**src/rtl/ktlink_oe_sequencer.sv**
```systemverilog
// Break-before-make sequencer for the KT-Link buffer enables and JTAG/SWD mode select.
// Define KTLINK_LED_STRETCH_EN to stretch activity pulses on LED for LED_HOLD_CYCLES.
module ktlink_oe_sequencer #(
    parameter int SYNC_STAGES     = 2,
    parameter int FILTER_CYCLES   = 4,
    parameter int GUARD_CYCLES    = 8,
    parameter int LED_HOLD_CYCLES = 1200000
) (
    input  logic CLK,
    input  logic RST,
    input  logic FT_TCK_OE,
    input  logic FT_TDI_OE,
    input  logic FT_nTRST_OE,
    input  logic FT_nSRST_OE,
    input  logic FT_TMS_OE,
    input  logic FT_SWD_EN,
    input  logic FT_LED_OUT,
    output logic TCK_OE_N,
    output logic TDI_OE_N,
    output logic nTRST_OE_N,
    output logic nSRST_OE_N,
    output logic TMS_OE_N,
    output logic SWD_EN_Q,
    output logic BUSY,
    output logic LED
);
    localparam int CNT_FG  = (FILTER_CYCLES > GUARD_CYCLES) ? FILTER_CYCLES : GUARD_CYCLES;
    localparam int CNT_MAX = (CNT_FG > 2) ? CNT_FG : 2;
    localparam int CNT_W   = $clog2(CNT_MAX);
    localparam logic [CNT_W-1:0] FILT_LAST  = CNT_W'(FILTER_CYCLES - 1);
    localparam logic [CNT_W-1:0] GUARD_LAST = CNT_W'(GUARD_CYCLES - 1);

    typedef enum logic [1:0] {ST_RUN, ST_FILTER, ST_BREAK, ST_SWITCH} state_t;

    generate
        if (SYNC_STAGES < 2 || FILTER_CYCLES < 1 || GUARD_CYCLES < 1 || LED_HOLD_CYCLES < 1) begin : g_param_check
            $error("ktlink_oe_sequencer: parameter out of range");
        end
    endgenerate

    // Vector layout: [6]=LED, [5]=mode, [4]=TMS, [3]=nSRST, [2]=nTRST, [1]=TDI, [0]=TCK
    logic [6:0] w_raw;
    logic [6:0] r_sync [SYNC_STAGES];
    logic [5:0] w_s;
    logic       w_led_s;

    assign w_raw   = {FT_LED_OUT, FT_SWD_EN, FT_TMS_OE, FT_nSRST_OE, FT_nTRST_OE, FT_TDI_OE, FT_TCK_OE};
    assign w_s     = r_sync[SYNC_STAGES-1][5:0];
    assign w_led_s = r_sync[SYNC_STAGES-1][6];

    always_ff @(posedge CLK or posedge RST) begin
        if (RST) begin
            for (int i = 0; i < SYNC_STAGES; i++) r_sync[i] <= '1;
        end else begin
            r_sync[0] <= w_raw;
            for (int i = 1; i < SYNC_STAGES; i++) r_sync[i] <= r_sync[i-1];
        end
    end

    state_t           r_state, w_state_nxt;
    logic [CNT_W-1:0] r_cnt, w_cnt_nxt;
    logic [5:0]       r_c, w_c_nxt;
    logic [5:0]       r_n, w_n_nxt;
    logic [4:0]       r_oe_n, w_oe_n_nxt;
    logic             r_swd_en, w_swd_nxt;
    logic             r_busy, w_busy_nxt;
    logic             r_led;

    // Outputs are registered from next-state values so they change on the same edge as the state.
    always_ff @(posedge CLK or posedge RST) begin
        if (RST) begin
            r_state  <= ST_RUN;
            r_cnt    <= '0;
            r_c      <= '1;
            r_n      <= '1;
            r_oe_n   <= '1;
            r_swd_en <= 1'b1;
            r_busy   <= 1'b0;
        end else begin
            r_state  <= w_state_nxt;
            r_cnt    <= w_cnt_nxt;
            r_c      <= w_c_nxt;
            r_n      <= w_n_nxt;
            r_oe_n   <= w_oe_n_nxt;
            r_swd_en <= w_swd_nxt;
            r_busy   <= w_busy_nxt;
        end
    end

    always_comb begin
        w_state_nxt = r_state;
        w_cnt_nxt   = r_cnt;
        w_c_nxt     = r_c;
        w_n_nxt     = r_n;
        case (r_state)
            ST_RUN: begin
                if (w_s != r_c) begin
                    w_n_nxt     = w_s;
                    w_cnt_nxt   = '0;
                    w_state_nxt = ST_FILTER;
                end
            end
            ST_FILTER: begin
                if (w_s == r_c) begin
                    w_cnt_nxt   = '0;
                    w_state_nxt = ST_RUN;
                end else if (w_s != r_n) begin
                    w_n_nxt   = w_s;
                    w_cnt_nxt = '0;
                end else if (r_cnt == FILT_LAST) begin
                    w_cnt_nxt = '0;
                    if (r_n[5] == r_c[5]) begin
                        w_c_nxt     = r_n;
                        w_state_nxt = ST_RUN;
                    end else begin
                        w_state_nxt = ST_BREAK;
                    end
                end else begin
                    w_cnt_nxt = r_cnt + 1'b1;
                end
            end
            ST_BREAK: begin
                if (r_cnt == GUARD_LAST) begin
                    w_cnt_nxt   = '0;
                    w_state_nxt = ST_SWITCH;
                end else begin
                    w_cnt_nxt = r_cnt + 1'b1;
                end
            end
            default: begin
                if (r_cnt == GUARD_LAST) begin
                    w_cnt_nxt   = '0;
                    w_c_nxt     = r_n;
                    w_state_nxt = ST_RUN;
                end else begin
                    w_cnt_nxt = r_cnt + 1'b1;
                end
            end
        endcase
    end

    always_comb begin
        w_oe_n_nxt = w_c_nxt[4:0];
        w_swd_nxt  = w_c_nxt[5];
        w_busy_nxt = (w_state_nxt != ST_RUN);
        case (w_state_nxt)
            ST_BREAK:  w_oe_n_nxt = '1;
            ST_SWITCH: begin
                w_oe_n_nxt = '1;
                w_swd_nxt  = w_n_nxt[5];
            end
            default: ;
        endcase
    end

`ifdef KTLINK_LED_STRETCH_EN
    localparam int HOLD_W = $clog2(LED_HOLD_CYCLES + 1);
    logic [HOLD_W-1:0] r_hold;

    // Every low sample reloads the hold so the LED stays lit through bursts of activity.
    always_ff @(posedge CLK or posedge RST) begin
        if (RST) begin
            r_hold <= '0;
            r_led  <= 1'b0;
        end else if (!w_led_s) begin
            r_hold <= HOLD_W'(LED_HOLD_CYCLES - 1);
            r_led  <= 1'b1;
        end else if (r_hold != '0) begin
            r_hold <= r_hold - 1'b1;
        end else begin
            r_led <= 1'b0;
        end
    end
`else
    always_ff @(posedge CLK or posedge RST) begin
        if (RST) r_led <= 1'b0;
        else     r_led <= ~w_led_s;
    end
`endif

    assign {TMS_OE_N, nSRST_OE_N, nTRST_OE_N, TDI_OE_N, TCK_OE_N} = r_oe_n;
    assign SWD_EN_Q = r_swd_en;
    assign BUSY     = r_busy;
    assign LED      = r_led;
endmodule

```
**config.mk**
```make
export PLATFORM = sky130hd
export DESIGN_NAME = ktlink_oe_sequencer
export DESIGN_NICKNAME = d
export VERILOG_FILES = /design/src/rtl/ktlink_oe_sequencer.sv
export SDC_FILE = /design/constraint.sdc
export NUM_CORES = 1
export LEC_CHECK = 0
export ABC_AREA = 1
export ABC_CLOCK_PERIOD_IN_PS = 3900
export CAP_MARGIN = 20
export CORE_MARGIN = 4
export CORE_UTILIZATION = 60
export CTS_CLUSTER_SIZE = 24
export DETAILED_ROUTE_END_ITERATION = 8
export PLACE_DENSITY = 0.82
export SETUP_SLACK_MARGIN = 0.1
export SYNTH_ARGS = -nofsm -noshare
export SYNTH_HDL_FRONTEND = slang
export SYNTH_SLANG_ARGS = --single-unit
export TNS_END_PERCENT = 100
```
**constraint.sdc**
```tcl
create_clock -name CLK -period 3.9 [get_ports CLK]
set_input_delay 0.78 -clock CLK [delete_from_list [all_inputs] [get_ports CLK]]
set_output_delay 0.78 -clock CLK [all_outputs]
set_load 0.1 [all_outputs]
```
==> run summary <==
The flow ran to the end, and the final reports show no timing, DRC or antenna violations. The final layout contains roughly 260 nets. The post-synth net total is 236. Global routing finished with a remaining overflow of 0. After synthesis, the most frequently instantiated cells are sky130_fd_sc_hd__nand2_1, sky130_fd_sc_hd__dfstp_2, sky130_fd_sc_hd__inv_1.

The sort of element at the start of the critical path is a flop. For this design, the slowest cell found on the critical path is sky130_fd_sc_hd__clkdlybuf4s50_1. The highest-utilization routing layer at the global route stage is met2. The largest incremental delay on the critical path came out at 1.12 ns.

The combined buffer and inverter count along the critical path is 1. The total chip power came out at 0.936 mW. The half-perimeter wire length after detailed placement came out at 2.44 mm. The width of the chip came out at 64.9 µm. The ratio of cells with drive above 1 in the final layout came out at between 20% and 30%. The setup fix buffers added after clock tree synthesis came out at 0. TritonCTS built the clock tree. At the pin with the least slew margin, the transition time is 0.968 ns.

In the routed design, unresolved DRC markers number 0. Setup violations remaining at the end of the flow were counted as 0. The shortest clock period the worst path allows after layout is approximately 2.8 ns. The final layout contains routed wiring with a total length of 3.45 mm. The count of standard-cell rows came out at 20. Entering global routing, the biggest net connects 40 pins. The area share of the leading cell type in the synthesized netlist is 43.3%.

The number of buffers inserted for hold repair after clock tree synthesis came out at 0. The number of iterations in the first detailed-routing pass is 5. The synthesized area per cell is 8.82 µm². The kind of end point of the critical path is an output port. The post-CTS clock slew at the launch and capture registers of the worst setup and hold paths came out at approximately 0.1 ns. The global-route track usage on met1 came out at 24.0%. The number of flops mapped to enable cells by yosys is 0.

Yosys attributes the largest share of cell area to sky130_fd_sc_hd__dfstp_2, sky130_fd_sc_hd__nand2_1, sky130_fd_sc_hd__dfrtp_1. Broken down by cell family, the worst path's largest delay share belongs to buffers and inverters. The met3 global-route usage came out at 6.24%.

The utilization after layout came out at a little under three quarters. The synthesis warning total came out at 0. The worst relative slew slack came out at 35.3%. The static leakage came out at 1.04 nW. The number of placed instances with taps included came out at 279. The final hold violation count came out at 0. The floorplan die height is 64.9 µm.

The aggregate global-route resource usage came out at 19.1%. The maximum fanout along the worst path came out at 1. After synthesis the netlist holds a flip-flop and latch count of 39. Input and output buffers added on the ports amount to 16. The number of distinct standard cells referenced by the synthesized netlist came out at 27. The antenna cell count came out at 0. Using the TritonRoute via totals, the vias-per-cell ratio works out to ~5. For the final database, setup skew stands at 0.00647 ns.

Data arrives at the worst endpoint at 2.01 ns. The class of the worst hold path is flop to flop. The core box area came out at 0.00308 mm². The fraction of registers with async set or reset after synthesis came out at 100%. The die covers 0.00421 mm². The maximum vdd drop came out at 270 µV. The first routing iteration left between 70 and 80 violations. For this run, the top clock speed supported by timing is 359 MHz. The tree built by TritonCTS fans out to 39 sinks. Detailed routing inserted a total of 1469 vias. The buffer type at the clock tree root is sky130_fd_sc_hd__clkbuf_4. The post-cts gate resize count came out at 0. In this run the power density over the cells is roughly 420 mW/mm². Of all cell types, the one taking the most synthesized area is sky130_fd_sc_hd__dfstp_2. At the end of routability-driven placement, the weighted congestion stood at about 0.89.

The worst slack on hold paths came out at 0.362 ns. The maximum buffer depth of the clock tree is 2. Setup repair after global routing left no endpoint under its margin. The number of routed nets with antenna violations came out at 0.

The required time of the worst setup path came out at ~3.1 ns. The max-capacitance violation count came out at 0. The number of slew-limit violations in the final report came to 0. The register area share after synthesis came out at 52.4%. The final instance count without filler cells came out at 287. The I/O pin count is 17.

Traced cell by cell, the critical path runs through clkdlybuf4s50_1. The post-route fraction of the period consumed by the critical path is 71.5%. The source-to-sink clock delay at the later pin of the worst-skew pair is ~0.35 ns. After technology mapping, the gate count stands at 220.

The wire length of the first global-routing pass came out at 5.95 mm. The area growth from synthesis to layout is 13.5%. The synthesized netlist occupies a cell area of ~0.0019 mm².

sky130_fd_sc_hd__nand2_1 is the most common cell in the netlist. The met2 routing resource usage after global routing came out at 30.1%. The starting density of the core came out at 63.0%. In the synthesized netlist the dominant register cell turns out to be sky130_fd_sc_hd__dfstp_2. The final total negative setup slack is 0 ns. The number of antenna violations at the first check in global routing is 0. In this run, CTS created clock tree buffers numbering 5. The average routed wire per standard cell is 12.0 µm. The H-tree depth came out at 2. The worst setup path category is flop to output port.

The number of global-route vias before repair is 1354.
layout by cell type, fill, tap and decap left out:
cell type / instances
sky130_fd_sc_hd__o21bai_2: 1
sky130_fd_sc_hd__nand2_1: 64
sky130_fd_sc_hd__nand3_2: 2
sky130_fd_sc_hd__nor3_1: 2
sky130_fd_sc_hd__dfrtp_1: 7
sky130_fd_sc_hd__nand3_1: 15
sky130_fd_sc_hd__nand3_4: 1
sky130_fd_sc_hd__nand4_1: 7
sky130_fd_sc_hd__clkinv_2: 2
sky130_fd_sc_hd__ha_1: 7
sky130_fd_sc_hd__clkinvlp_4: 1
sky130_fd_sc_hd__inv_1: 24
sky130_fd_sc_hd__buf_4: 1
sky130_fd_sc_hd__clkdlybuf4s50_1: 16
sky130_fd_sc_hd__o211ai_1: 1
sky130_fd_sc_hd__o311ai_1: 2
sky130_fd_sc_hd__nand2_2: 4
sky130_fd_sc_hd__nor2_1: 3
sky130_fd_sc_hd__nand4_2: 1
sky130_fd_sc_hd__nor3_2: 2
sky130_fd_sc_hd__o21ai_0: 14
sky130_fd_sc_hd__dfstp_2: 32
sky130_fd_sc_hd__inv_2: 6
sky130_fd_sc_hd__o21ai_1: 1
sky130_fd_sc_hd__xor2_1: 1
sky130_fd_sc_hd__nor2_2: 6
sky130_fd_sc_hd__clkbuf_4: 5
sky130_fd_sc_hd__or2_1: 1
sky130_fd_sc_hd__clkbuf_1: 1
sky130_fd_sc_hd__a21oi_1: 13
per-layer routing:
| metal | routed length, µm | part of all wire [%] |
|---|---|---|
| met1 | 1540 | 45 |
| met2 | 1580 | 46 |
| met3 | 235 | 6.8 |
| met4 | 93 | 2.7 |
| met5 | 0 | 0 |
per-stage QoR:
stage | area (µm²) | setup WS, ns
after global placement | 2150 | 1.50
after global routing | 2200 | 1.05
after detailed placement | 2150 | 1.49
after CTS | 2200 | 1.09
after floorplan | 1940 | 2.24
final | 2200 | 1.11
power breakdown:
part | internal (mW) | switching (mW)
Sequential | 0.455 | 0.0261
Clock | 0.0695 | 0.126
Combinational | 0.0676 | 0.192
cell type report:
class | instances | area, µm²
multi-input cells | 148 | 792
clock buffers | 6 | 41.3
inverters | 31 | 118
clock inverters | 2 | 12.5
flip-flops and latches | 39 | 1020
repair buffers | 17 | 168
well taps | 44 | 55.1
fillers | 265 | 876
state kept, by name (all words and copies together), names as in the netlist:
| register | count |
|---|---|
| BUSY | 1 |
| r_sync | 14 |
| LED | 1 |
| r_state | 2 |
| SWD_EN_Q | 1 |
| r_oe_n | 5 |
| r_cnt | 3 |
| r_c | 6 |
| r_n | 6 |
kinds of logic (layout without fill, tap and decap cells):
family | after synthesis | count (layout) | synth area share (%)
AND/OR/NAND/NOR | 108 | 108 | 26.8
flip-flops | 39 | 39 | 52.4
buffers and inverters | 33 | 56 | 6.83
AO/OA/AOI/OAI | 32 | 32 | 9.09
adder cells (fa/ha/maj) | 7 | 7 | 4.51
XOR/XNOR | 1 | 1 | 0.451
path summary, 6_finish.rpt:
kind | slack, ns | cells past startpoint | start | endpoint
setup / recovery | 1.11 | 1 | r_oe_n[1] | TDI_OE_N
hold / removal | 0.36 | 0 | r_sync[12] | r_sync[5]
setup reg to reg | 1.91 | 6 | r_cnt[0] | BUSY
hold reg to reg | 0.36 | 0 | r_sync[12] | r_sync[5]
max in group asynchronous | 2.74 | 3 | RST | r_c[4]
min in group asynchronous | 0.82 | 3 | RST | r_cnt[2]
Power figures use the tool's default switching activity.
